--- src/rtl/sram_access_seq_if.sv ---
// SLC-3 memory sequencer bus: datapath request side plus SRAM/board pins.
// slave = sequencer view, master = datapath/board view.
interface sram_access_seq_if;
  logic        Req;
  logic        Wr;
  logic [15:0] Addr;
  logic [15:0] Wdata;
  logic [15:0] Switches;
  logic [15:0] Data_from_SRAM;
  logic [15:0] Rdata;
  logic        Done;
  logic        Busy;
  logic        CE;
  logic        OE;
  logic        WE;
  logic        UB;
  logic        LB;
  logic [19:0] ADDR;
  logic [15:0] Data_to_SRAM;
  logic [15:0] HEX_Data;

  modport slave (
    input  Req,
    input  Wr,
    input  Addr,
    input  Wdata,
    input  Switches,
    input  Data_from_SRAM,
    output Rdata,
    output Done,
    output Busy,
    output CE,
    output OE,
    output WE,
    output UB,
    output LB,
    output ADDR,
    output Data_to_SRAM,
    output HEX_Data
  );

  modport master (
    output Req,
    output Wr,
    output Addr,
    output Wdata,
    output Switches,
    output Data_from_SRAM,
    input  Rdata,
    input  Done,
    input  Busy,
    input  CE,
    input  OE,
    input  WE,
    input  UB,
    input  LB,
    input  ADDR,
    input  Data_to_SRAM,
    input  HEX_Data
  );
endinterface

--- src/rtl/sram_access_seq.sv ---
// Multi-cycle SRAM access sequencer with wait states and one I/O address.
// All strobes and status outputs come straight from flops.
module sram_access_seq #(
  parameter int          WAIT_CYCLES = 2,
  parameter logic [15:0] IO_ADDR     = 16'hFFFF
) (
  input logic               Clk,
  input logic               Reset,
  sram_access_seq_if.slave  bus
);

  typedef enum logic [1:0] {
    S_IDLE,
    S_SETUP,
    S_ACCESS,
    S_DONE
  } state_t;

  localparam logic [3:0] LAST = 4'(WAIT_CYCLES - 1);

  state_t      r_state;
  logic [3:0]  r_cnt;
  logic        r_wr;
  logic        r_io;
  logic [19:0] r_addr;
  logic [15:0] r_dts;
  logic [15:0] r_rdata;
  logic [15:0] r_hex;
  logic        r_ce;
  logic        r_oe;
  logic        r_we;
  logic        r_ub;
  logic        r_lb;
  logic        r_done;
  logic        r_busy;

  logic        w_io_req;

  assign w_io_req = (bus.Addr == IO_ADDR);

  // Sequencer FSM; every output is registered here
  always_ff @(posedge Clk or negedge Reset) begin
    if (!Reset) begin
      r_state <= S_IDLE;
      r_cnt   <= '0;
      r_wr    <= 1'b0;
      r_io    <= 1'b0;
      r_addr  <= '0;
      r_dts   <= '0;
      r_rdata <= '0;
      r_hex   <= '0;
      r_ce    <= 1'b1;
      r_oe    <= 1'b1;
      r_we    <= 1'b1;
      r_ub    <= 1'b1;
      r_lb    <= 1'b1;
      r_done  <= 1'b0;
      r_busy  <= 1'b0;
    end else begin
      unique case (r_state)
        S_IDLE: begin
          r_done <= 1'b0;
          if (bus.Req) begin
            r_wr    <= bus.Wr;
            r_io    <= w_io_req;
            r_addr  <= {4'h0, bus.Addr};
            r_dts   <= bus.Wdata;
            r_ce    <= w_io_req;
            r_ub    <= w_io_req;
            r_lb    <= w_io_req;
            r_oe    <= w_io_req | bus.Wr;
            r_we    <= 1'b1;
            r_busy  <= 1'b1;
            r_state <= S_SETUP;
          end
        end
        S_SETUP: begin
          r_cnt   <= '0;
          r_we    <= r_io | ~r_wr;
          r_state <= S_ACCESS;
        end
        S_ACCESS: begin
          if (r_cnt == LAST) begin
            r_ce    <= 1'b1;
            r_oe    <= 1'b1;
            r_we    <= 1'b1;
            r_ub    <= 1'b1;
            r_lb    <= 1'b1;
            r_done  <= 1'b1;
            r_busy  <= 1'b0;
            r_state <= S_DONE;
            if (!r_wr) begin
              r_rdata <= r_io ? bus.Switches
                              : bus.Data_from_SRAM;
            end else if (r_io) begin
              r_hex <= r_dts;
            end
          end else begin
            r_cnt <= r_cnt + 4'd1;
          end
        end
        S_DONE: begin
          r_done  <= 1'b0;
          r_state <= S_IDLE;
        end
        default: begin
          r_state <= S_IDLE;
        end
      endcase
    end
  end

  assign bus.Rdata        = r_rdata;
  assign bus.Done         = r_done;
  assign bus.Busy         = r_busy;
  assign bus.CE           = r_ce;
  assign bus.OE           = r_oe;
  assign bus.WE           = r_we;
  assign bus.UB           = r_ub;
  assign bus.LB           = r_lb;
  assign bus.ADDR         = r_addr;
  assign bus.Data_to_SRAM = r_dts;
  assign bus.HEX_Data     = r_hex;

endmodule
--- src/flat_wrapper.sv ---
// flat-port wrapper written by rule: the top's interface ports become plain ports
module sram_access_seq_flat 
#(
  parameter int          WAIT_CYCLES = 2,
  parameter logic [15:0] IO_ADDR     = 16'hFFFF
)
  (Clk, Reset, bus_Req, bus_Wr, bus_Addr, bus_Wdata, bus_Switches, bus_Data_from_SRAM, bus_Rdata, bus_Done, bus_Busy, bus_CE, bus_OE, bus_WE, bus_UB, bus_LB, bus_ADDR, bus_Data_to_SRAM, bus_HEX_Data);
  sram_access_seq_if bus_i ();
  input logic Clk;
  input logic Reset;
  input wire logic [$bits(bus_i.Req)-1:0] bus_Req;
  input wire logic [$bits(bus_i.Wr)-1:0] bus_Wr;
  input wire logic [$bits(bus_i.Addr)-1:0] bus_Addr;
  input wire logic [$bits(bus_i.Wdata)-1:0] bus_Wdata;
  input wire logic [$bits(bus_i.Switches)-1:0] bus_Switches;
  input wire logic [$bits(bus_i.Data_from_SRAM)-1:0] bus_Data_from_SRAM;
  output wire logic [$bits(bus_i.Rdata)-1:0] bus_Rdata;
  output wire logic [$bits(bus_i.Done)-1:0] bus_Done;
  output wire logic [$bits(bus_i.Busy)-1:0] bus_Busy;
  output wire logic [$bits(bus_i.CE)-1:0] bus_CE;
  output wire logic [$bits(bus_i.OE)-1:0] bus_OE;
  output wire logic [$bits(bus_i.WE)-1:0] bus_WE;
  output wire logic [$bits(bus_i.UB)-1:0] bus_UB;
  output wire logic [$bits(bus_i.LB)-1:0] bus_LB;
  output wire logic [$bits(bus_i.ADDR)-1:0] bus_ADDR;
  output wire logic [$bits(bus_i.Data_to_SRAM)-1:0] bus_Data_to_SRAM;
  output wire logic [$bits(bus_i.HEX_Data)-1:0] bus_HEX_Data;
  assign bus_i.Req = bus_Req;
  assign bus_i.Wr = bus_Wr;
  assign bus_i.Addr = bus_Addr;
  assign bus_i.Wdata = bus_Wdata;
  assign bus_i.Switches = bus_Switches;
  assign bus_i.Data_from_SRAM = bus_Data_from_SRAM;
  assign bus_Rdata = bus_i.Rdata;
  assign bus_Done = bus_i.Done;
  assign bus_Busy = bus_i.Busy;
  assign bus_CE = bus_i.CE;
  assign bus_OE = bus_i.OE;
  assign bus_WE = bus_i.WE;
  assign bus_UB = bus_i.UB;
  assign bus_LB = bus_i.LB;
  assign bus_ADDR = bus_i.ADDR;
  assign bus_Data_to_SRAM = bus_i.Data_to_SRAM;
  assign bus_HEX_Data = bus_i.HEX_Data;
  sram_access_seq #(.WAIT_CYCLES(WAIT_CYCLES), .IO_ADDR(IO_ADDR)) u_core (.Clk(Clk), .Reset(Reset), .bus(bus_i));
endmodule
--- config.mk ---
export PLATFORM = sky130hd
export DESIGN_NAME = sram_access_seq_flat
export DESIGN_NICKNAME = d
export VERILOG_FILES = /design/src/rtl/sram_access_seq_if.sv /design/src/rtl/sram_access_seq.sv /design/src/flat_wrapper.sv
export SDC_FILE = /design/constraint.sdc
export NUM_CORES = 1
export LEC_CHECK = 0
export CELL_PAD_IN_SITES_DETAIL_PLACEMENT = 0
export CELL_PAD_IN_SITES_GLOBAL_PLACEMENT = 1
export CORE_MARGIN = 5
export CORE_UTILIZATION = 34
export DETAILED_ROUTE_END_ITERATION = 12
export MAX_ROUTING_LAYER = met4
export PLACE_DENSITY_LB_ADDON = 0.1
export SETUP_SLACK_MARGIN = 0.15
export SYNTH_ARGS = -nofsm -noshare
export SYNTH_HDL_FRONTEND = slang
export SYNTH_SLANG_ARGS = --single-unit
--- constraint.sdc ---
create_clock -name Clk -period 2.49 [get_ports Clk]
set_input_delay 0.498 -clock Clk [delete_from_list [all_inputs] [get_ports Clk]]
set_output_delay 0.498 -clock Clk [all_outputs]
set_load 0.01 [all_outputs]
---- Word-level counts from Yosys, hierarchy flattened ----
Cells that the tools add are included.
storage, ports and cells
  register bits ........................... 77
  latch bits .............................. 0
  memory bits (writable) .................. 0
  memory bits (read-only) ................. 0
  input port bits ......................... 68
  output and inout port bits .............. 75
  word-level logic and storage cells ...... 55
  memories ................................ 0
operators by class
  $add $sub $neg .......................... 1
  $mul .................................... 0
  div/mod/pow operators ................... 0
  $lt $le $gt $ge ......................... 0
  eq/ne operators ......................... 8
  shift operators ......................... 0
  mux-type cells .......................... 16
  bitwise logic cells ..................... 3
  reduce and logical (&&, ||, !) cells .... 14
operators with widths
  cell                    count
  $eq A16 B16 Y1 const B  1
  $mux W16                1
  $reduce_and A3 Y1       3
  $pmux W1 S2             4
  $pmux W2 S4             1
  $pmux W4 S2             1
  $reduce_and A2 Y1       4
  $reduce_bool A2 Y1      3
  $mux W1                 5
  $add A4 B1 Y4 const B   1
  $eq A2 B2 Y1 const B    2
  $eq A4 B1 Y1 const B    1
  $mux W2                 2
  $mux W4                 1
  $ne A2 B2 Y1 const B    2
  $reduce_and A4 Y1       1
  $pmux W1 S3             1
  $reduce_bool A3 Y1      1
  $eq A2 B1 Y1 const B    1
  $logic_not A2 Y1        1
  $ne A2 B1 Y1 const B    1
  $or A1 B1 Y1            2
  $reduce_or A2 Y1        1
  $not A1 Y1              1

---- Depth between registers and ports, before layout ----
Gate-level depths: netlist of the first run.
  depth after elaboration ................. 4
  gate-level depth with buffers ........... 7
  depth with buffers taken out ............ 5

---- Worst setup path before layout of the first run ----
Ideal clock, no wire load.
  path kind ............................... register -> register
  from .................................... register u_core.r_state[0]
  to ...................................... register u_core.r_hex[0], in the netlist u_core.bus.HEX_Data[0]
  setup time .............................. 125 ps
  arrival ................................. 1642 ps
  data required time ...................... 2365 ps
  setup slack ............................. 723 ps
  stages on the path, launching flop included .. 8
  path buffers ............................ 2
  clock period less this slack ............ 1767 ps
  cells stage by stage .................... dfrtp_1 inv_1 ha_1 and4bb_1 and3_1 buf_6 buf_12 mux2_4
between the ends
  longest elaborated chain between the ends .. 2
ends and longest elaborated chain
  what                                RTL line               source
  start: declaration                  sram_access_seq.sv:21  state_t r_state;
  start signal: assignment            sram_access_seq.sv:44  r_state <= S_IDLE;
  start signal: assignment            sram_access_seq.sv:74  r_state <= S_SETUP;
  start signal: assignment            sram_access_seq.sv:80  r_state <= S_ACCESS;
  $eq A2 B2 Y1                        sram_access_seq.sv:60  unique case (r_state)
  $reduce_and A4 Y1 (no source line)  --
  end signal: assignment              sram_access_seq.sv:96  r_hex <= r_dts;
  end: declaration                    sram_access_seq.sv:28  logic [15:0] r_hex;
Every way passes these cells.
A chain may end at the register's enable or synchronous reset.

==> results of run 1 <==
==> kinds of logic after synthesis <==
logic type	Yosys count	share of synthesized area
buffers and inverters	23	0.0445
other	1	0.00109
XOR/XNOR	2	0.00507
flip-flops	77	0.559
multiplexers	84	0.295
AO/OA/AOI/OAI	15	0.0293
adder cells (fa/ha/maj)	6	0.0217
AND/OR/NAND/NOR	25	0.0445
==> state kept, by name, indices dropped and copies added (netlist names) <==
signal	cells
u_core.bus.ADDR	16
u_core.bus.Data_to_SRAM	16
u_core.bus.HEX_Data	16
u_core.bus.Rdata	16
u_core.r_cnt	4
u_core.r_state	2
u_core.bus.Busy	1
u_core.bus.Done	1
u_core.bus.OE	1
u_core.bus.UB	1
u_core.bus.WE	1
u_core.r_io	1
u_core.r_wr	1
==> worst reg2reg max path, stage by stage, from the launching register on <==
cell and delay (ps):
dfrtp_1 400, inv_1 110, ha_1 180, and4bb_1 240
and3_1 160, buf_4 280, mux2_2 380
==> report_power, final <==
group | internal (uW) | switching (uW)
Sequential | 1770 | 307
Clock | 749 | 436
Combinational | 1540 | 921
==> layout make-up <==
type | instances | area [um2]
sequential | 77 | 1930
tap | 133 | 166
inverter | 5 | 18.8
fill | 858 | 4660
clock inverter | 3 | 90.1
clock buffer | 13 | 169
timing repair buffer | 147 | 1450
multi-input combinational | 136 | 1380
==> through the flow <==
stage | hold slack (ps) | instance area (um2) | total power, uW
detailed placement | 480 | 4940 | 4600
floorplan | 202 | 3470 | 3310
finish | 110 | 5200 | 5720
CTS | 121 | 5200 | 5830
global placement | 466 | 4940 | 4570
global route | 139 | 5200 | 6080
==> Yosys cell counts, drive strengths merged, types with 2 or more instances <==
cell and instances:
mux2 83, dfrtp 74, buf 16, ha 6
inv 5, nand2 4, nand4 4, o21ai 4
a21o 3, a21oi 3, dfstp 3, a22oi 2
and2b 2, clkbuf 2, nor2 2, nor2b 2
nor3 2, nor3b 2
==> routing by layer <==
layer  track usage  wire length (um)  vias to the layer above
met4        0.0517               123                        0
met2         0.224              3960                       83
met3        0.0398               544                       11
li1              -                 -                     1101
met5             -                 0                        -
met1         0.163              3410                     1151
==> worst min-delay path by stage <==
stage	slack (ps)	start	cells past startpoint	end
after floorplan	200	Reset	0	u_core.bus.ADDR[0]$_DFFE_PN0P_
after global placement	470	u_core.bus.Busy$_DFFE_PN0P_	1	u_core.bus.Busy$_DFFE_PN0P_
after detailed placement	480	u_core.bus.OE$_DFFE_PN1P_	2	u_core.bus.OE$_DFFE_PN1P_
after CTS	120	Reset	1	u_core.bus.HEX_Data[14]$_DFFE_PN0P_
after global routing	140	Reset	1	u_core.bus.Data_to_SRAM[8]$_DFFE_PN0P_
final	110	Reset	1	u_core.bus.Data_to_SRAM[8]$_DFFE_PN0P_
==> results.cfg, run 1 <==
[layout]
final_core_util = 0.528
fin_nets = 450
antenna_cells = 0
drive_gt1_frac = 0.294
stdcell_count = 514
mostFrequentLayoutCell = clkdlybuf4s50_1
final_cell_mix = clkdlybuf4s50_1 (137), dfrtp_1 (74), mux2_2 (63), mux2_4 (20), clkbuf_8 (12)
syn2layout_area_growth_pct = 50.6

[die]
die_y_um = 111
initial_core_util = 0.350
core-area_um2 = 9860
dieArea_um2 = 12300
fp.dieW_um = 111
io_pins = 143
num_rows = 36

[worst_setup_path]
worstSetupPathType = reg -> out
path_buf_inv = 1
endpoint = bus_LB
cp_cell_sequence = clkdlybuf4s50_1
rr_worst_depth = 6
crit_start = u_core.bus.UB$_DFFE_PN1P_
timing.rr.start = u_core.r_state[0]$_DFFE_PN0P_
cp_max_fo = 4
worst_path_max_delay_cell = dfstp_2
path_delay_family = flip-flops
critical_path_arrival_ps = 1460
worst_ep_required_time_ps = 1990
endpoint_kind = output port
worstReg2RegEnd = u_core.bus.HEX_Data[8]$_DFFE_PN0P_
reg2reg_slack_ps = 620
max_stage_delay_ps = 570
cp.depth = 1
cp-start-kind = register

[detailed_routing]
via_per_inst = 4.56
first_pass_iters = 4
totalWireLength_um = 8040
ant_nets = 0
route.detailed.drc = 0
num_vias = 2346
wire_per_inst_um = 15.6
drt_iter0_markers = 37

[global_routing]
grt_max_degree = 39
grt_pass1_vias = 2588
grt_usage = 0.138
grt_antenna_before_repair = 0
grt-ovfl-total = 0
grt_pass1_wl_um = 13100

[logic_synthesis]
synth-seq-cells = 77
synth_edf_count = 0
synth_seq_area_share = 0.559
async_reset_ff_frac = 1.00
synth_area_um2 = 3460
synth_top_area_share = 0.536
syn_area_per_cell_um2 = 14.8
syn_inst = 233
synth_cell_types = 38
synth_area_leaders = dfrtp_1 (54%), mux2_2 (21%), mux2_4 (8.7%), dfstp_2 (2.3%), ha_1 (2.2%)
synthFlopType = dfrtp_1
yosysTopAreaCell = dfrtp_1
ys_warn_count = 0

[timing]
finClkSkew_ps = 8.94
slew_viol_final = 0
fin_crit_sh = 0.785
setup_tns_ps = 0
min_period_ps = 1950
fin_ws_ps = 536
clock.fmax_mhz = 512
hold_viol = 0
rsz0062_at_grt = no
setup_viol = 0

[clocking]
clk_latency_ps = 340
clk_pin_slew_ps = 70
cts_max_level = 3
cts_made_buffers = 9
holdBufCountCts = 0
cts_tree = done
post-cts-setup-buffer-count = 0
cts_sinks = 77
root_buffer = clkbuf_8
cts-resized-gates = 0
clockBufferDepth = 2

[hold_path]
hold_path.class = in -> async

[power_and_ir_drop]
p_leak_uw = 0.00225
p_per_area_nw_per_um2 = 1100
irDropWorstVdd_mv = 0.489

[placed_design]
port_buffers = 138
dpl.hpwl_um = 6050
dp_slack_ps = 503
routabilityCongestion = 0.719
dpl.cell_count = 498

[run_status]
status = finished clean

[run]
maxCapViolations = 0
Note: power is estimated with default switching activity, not from simulation.
==> inputs of run 2 (changes only) <==
==> constraint.sdc (replaced) <==
create_clock -name Clk -period 2 [get_ports Clk]
set_input_delay 0.4 -clock Clk [delete_from_list [all_inputs] [get_ports Clk]]
set_output_delay 0.4 -clock Clk [all_outputs]
set_load 0.01 [all_outputs]
==> results.cfg, run 2 (same netlist as run 1, synthesis figures left out) <==
[clocking]
cts_tree = done
post-cts-setup-buffer-count = 0
holdBufCountCts = 0
cts_sinks = 77
clk_pin_slew_ps = 80
clk_latency_ps = 340
cts_made_buffers = 9
clockBufferDepth = 2
root_buffer = clkbuf_8
cts_max_level = 3

[layout]
multi_input_area_um2 = 1390
fin_nets = 454
n_fill_cell = 875
final_cell_mix = clkdlybuf4s50_1 (132), dfrtp_1 (74), mux2_2 (63), mux2_4 (20)
syn2layout_area_growth_pct = 52.9
mostFrequentLayoutCell = clkdlybuf4s50_1
drive_gt1_frac = 0.305
antenna_cells = 0
seqCellArea_um2 = 1930
stdcell_count = 517

[worst_setup_path]
path_buf_inv = 2
cp_max_fo = 8
worstReg2RegEnd = u_core.bus.HEX_Data[7]$_DFFE_PN0P_
worstSetupPathType = reg -> reg
max_stage_delay_ps = 400
timing.rr.start = u_core.r_state[0]$_DFFE_PN0P_
worst_ep_required_time_ps = 2220
path_delay_family = simple AND/OR/NAND/NOR gates
cp_cell_sequence = inv_1 > ha_1 > and4bb_1 > and3_4 > buf_12 > mux2_2
critical_path_arrival_ps = 1990
worst_path_max_delay_cell = dfrtp_1
rr_worst_depth = 6
reg2reg_slack_ps = 230
endpoint_kind = register
cp-start-kind = register

[global_routing]
grt_max_degree = 41
grt_usage = 0.143
grt_antenna_before_repair = 0
grt_pass1_wl_um = 13700
grt-ovfl-total = 0
grt_pass1_vias = 2642

[timing]
finClkSkew_ps = 7.50
fin_crit_sh = 0.886
tightest_slew_ps = 532
hold_viol = 0
setup_tns_ps = 0
setup_viol = 0
slew_viol_final = 0
rsz0062_at_grt = no
clock.fmax_mhz = 564
slew_headroom = 0.645
min_period_ps = 1770

[run]
maxCapViolations = 0

[detailed_routing]
totalWireLength_um = 8290
drt_iter0_markers = 58
num_vias = 2332
route.detailed.drc = 0
via_per_inst = 4.51
ant_nets = 0
first_pass_iters = 4
wire_per_inst_um = 16.0

[die]
core-area_um2 = 9860
io_pins = 143
dieArea_um2 = 12300
num_rows = 36
initial_core_util = 0.350
fp.dieW_um = 111
die_y_um = 111

[run_status]
status = finished clean

[power_and_ir_drop]
p_total_uw = 7180
irDropWorstVdd_mv = 0.644
p_per_area_nw_per_um2 = 1360
p_leak_uw = 0.00228

[placed_design]
routabilityCongestion = 0.725
port_buffers = 138
dpl.hpwl_um = 6280
dpl.cell_count = 501

[hold_path]
hold_path.class = in -> async
==> run 2: cell count changes in the layout (fill, tap and decap cells not counted), sizes merged <==
cell,change
dlygate4sd2,+5
clkdlybuf4s50,-5
bufinv,+1
clkbuf,-1
buf,+3
==> run 2: where the power goes <==
part	internal (uW)	switching (uW)	total, uW
clock	984	549	1530
combinational	1920	1150	3070
sequential	2200	378	2580
==> run 2: layer usage <==
layer	up-vias	global-route usage	routed length [um]
li1	1106	-	-
met1	1137	0.175	3670
met2	79	0.225	3950
met3	10	0.0426	544
met4	0	0.0542	121
met5	-	-	0
==> run 2: through the flow <==
step           utilization  worst slack [ps]  cell area [um2]  hold WS [ps]
2_1_floorplan            -               233             3470           104
3_3_place_gp         0.506               156             4990           422
3_5_place_dp         0.506               108             4990           421
4_1_cts              0.532               185             5250          42.6
5_1_grt              0.536               158             5280          68.2
6_report             0.536               228             5280          34.9
==> run 2: repair_timing <==
item	4_1_cts	5_1_grt
endpoints found under the setup margin	5	19
cloned	0	1
gates resized for setup	5	4
==> run 2: worst max-delay path by stage <==
stage	startpoint	end	slack, ps	cells past startpoint
finish	u_core.r_state[0]$_DFFE_PN0P_	u_core.bus.HEX_Data[7]$_DFFE_PN0P_	230	6
CTS	u_core.r_state[0]$_DFFE_PN0P_	u_core.bus.HEX_Data[9]$_DFFE_PN0P_	190	6
global placement	bus_Addr[15]	u_core.bus.UB$_DFFE_PN1P_	160	4
global route	u_core.r_state[0]$_DFFE_PN0P_	u_core.bus.HEX_Data[8]$_DFFE_PN0P_	160	6
detailed placement	bus_Addr[15]	u_core.bus.UB$_DFFE_PN1P_	110	4
floorplan	u_core.r_state[0]$_DFFE_PN0P_	u_core.bus.HEX_Data[0]$_DFFE_PN0P_	230	7
==> run 2: cell type report <==
cell class | count | share of cell area
flip-flops and latches | 77 | 0.365
repair buffers | 151 | 0.287
multi-input cells | 136 | 0.263
well taps | 133 | 0.0315
clock buffers | 11 | 0.0268
clock inverters | 4 | 0.0227
inverters | 5 | 0.00355
==> inputs of run 3 (changes only) <==
--- a/config.mk
+++ b/config.mk
@@ -8,10 +8,10 @@
 export CELL_PAD_IN_SITES_DETAIL_PLACEMENT = 0
 export CELL_PAD_IN_SITES_GLOBAL_PLACEMENT = 1
 export CORE_MARGIN = 5
-export CORE_UTILIZATION = 34
+export CORE_UTILIZATION = 30
 export DETAILED_ROUTE_END_ITERATION = 12
 export MAX_ROUTING_LAYER = met4
-export PLACE_DENSITY_LB_ADDON = 0.1
+export PLACE_DENSITY = 0.72
 export SETUP_SLACK_MARGIN = 0.15
 export SYNTH_ARGS = -nofsm -noshare
 export SYNTH_HDL_FRONTEND = slang
==> constraint.sdc (replaced) <==
create_clock -name Clk -period 1.6 [get_ports Clk]
set_input_delay 0.32 -clock Clk [delete_from_list [all_inputs] [get_ports Clk]]
set_output_delay 0.32 -clock Clk [all_outputs]
set_load 0.01 [all_outputs]
==> results.cfg, run 3 (same netlist as run 1, synthesis figures left out) <==
[run_status]
status = complete, but fails checks
violations = negative setup slack

[timing]
setup_viol = 58
setup_tns_ps = -4070
whs_ps = 449
fin_ws_ps = -113
hold_viol = 0
slew_viol_final = 0
clock.fmax_mhz = 584
fin_crit_sh = 1.07
finClkSkew_ps = 5.38
min_period_ps = 1710
rsz0062_at_grt = yes

[detailed_routing]
num_vias = 2477
totalWireLength_um = 9140
highest_layer = met4
via_per_inst = 4.50
ant_nets = 0
wire_per_inst_um = 16.6
wl_met3_um = 572
drt_iter0_markers = 85
first_pass_iters = 4
route.detailed.drc = 0
dr_wl_met2_um = 4380
m1WireLength_um = 4110

[die]
core-area_um2 = 11400
dieArea_um2 = 13800
initial_core_util = 0.304
io_pins = 143
fp.dieW_um = 117
die_y_um = 117
num_rows = 39

[global_routing]
grt_pass1_wl_um = 14800
grt_max_degree = 31
grt-ovfl-total = 0
grt_usage = 0.136
grt_pass1_vias = 2783
grt_antenna_before_repair = 0

[layout]
drive_gt1_frac = 0.398
fin_nets = 477
mostFrequentLayoutCell = dfrtp_1
syn2layout_area_growth_pct = 67.3
antenna_cells = 0
final_cell_mix = dfrtp_1 (74), clkdlybuf4s50_1 (66), dlygate4sd2_1 (66), mux2_2 (48), mux2_4 (35)

[clocking]
cts_sinks = 77
clockBufferDepth = 2
root_buffer = clkbuf_16
cts_tree = done
cts_made_buffers = 9
clk_pin_slew_ps = 60
clk_latency_ps = 320
cts_max_level = 3

[worst_setup_path]
endpoint_kind = register
max_stage_delay_ps = 400
worstSetupPathType = reg -> reg
cp_cell_sequence = inv_2 > ha_4 > and4bb_1 > and3_4 > buf_12 > mux2_4
worst_path_max_delay_cell = dfrtp_1
path_delay_family = simple AND/OR/NAND/NOR gates
critical_path_arrival_ps = 1920
cp_max_fo = 8
worst_ep_required_time_ps = 1810
path_buf_inv = 2
cp-start-kind = register

[placed_design]
routabilityCongestion = 0.764
port_buffers = 138
dpl.hpwl_um = 6410

[power_and_ir_drop]
p_leak_uw = 0.00269
irDropWorstVdd_mv = 0.712
p_per_area_nw_per_um2 = 1720

[run]
maxCapViolations = 0

[hold_path]
hold_path.class = in -> async
[run 3: cell count changes in the layout (fill, tap and decap cells not counted), moves of 5 or more]
cell / previous run / this run
dlygate4sd2_1: 5 / 66
mux2_4: 20 / 35
buf_4: 10 / 17
clkbuf_16: 1 / 9
buf_16: 0 / 5
clkdlybuf4s50_1: 132 / 66
mux2_2: 63 / 48
clkbuf_8: 10 / 2
[run 3: power breakdown]
part | switching, uW | total [uW] | internal (uW)
registers | 455 | 3210 | 2760
logic | 1850 | 4560 | 2710
clock network | 749 | 2190 | 1450
total | 3050 | 9970 | 6910
[run 3: worst reg2reg max path, stage by stage (launching register included)]
cell and delay [ps]:
dfrtp_1 400, inv_2 100, ha_4 130, and4bb_1 240, and3_4 260, buf_12 150, mux2_4 310
[run 3: cell type report]
cell class                 count  area (um2)
clock buffer                  12         256
fill                        1012        5590
tap                          143         179
sequential                    77        1930
timing repair buffer         174        1760
multi-input combinational    136        1570
clock inverter                 3        68.8
inverter                       5        21.3
[run 3: path summary, 6_finish.rpt]
kind                            cells after the start                             endpoint                           from  slack [ps]
worst max-delay path                                6  u_core.bus.HEX_Data[12]$_DFFE_PN0P_  u_core.r_state[0]$_DFFE_PN0P_        -110
worst min-delay path                                2       u_core.bus.ADDR[6]$_DFFE_PN0P_                          Reset         450
worst max register to register                      6  u_core.bus.HEX_Data[12]$_DFFE_PN0P_  u_core.r_state[0]$_DFFE_PN0P_        -110
worst min register to register                      1          u_core.bus.Busy$_DFFE_PN0P_    u_core.bus.Busy$_DFFE_PN0P_         480
max in group asynchronous                           3            u_core.bus.OE$_DFFE_PN1P_                          Reset         620
min in group Clk                                    1          u_core.bus.Busy$_DFFE_PN0P_    u_core.bus.Busy$_DFFE_PN0P_         480
[run 3: what timing repair did]
| item | 4_1_cts | 5_1_grt |
|---|---|---|
| endpoints found under the setup margin | 147 | 80 |
| gates resized for setup | 125 | 14 |
| hold buffers | 1 | 0 |
| hold endpoints to repair | 22 | 0 |
| pin swaps | 5 | 4 |
| cloned | 5 | 0 |
| setup buffers | 9 | 1 |
[run 3: stage by stage]
stage                     worst slack [ps]  area, um2  total power [uW]  instances  utilization
after floorplan                      -67.9       3540              5330        236            -
after global placement                -187       5130              7450        519        0.451
after detailed placement              -270       5130              7510        519        0.451
after CTS                            -93.2       5760              9970        549        0.507
after global routing                  -160       5780             10600        550        0.509
final                                 -113       5780              9970        550        0.509
[run 3: metal layers]
layer | global-route usage | vias up
met5 | - | -
met4 | 0.0239 | 0
met3 | 0.0520 | 9
met2 | 0.212 | 84
met1 | 0.170 | 1230
li1 | - | 1154
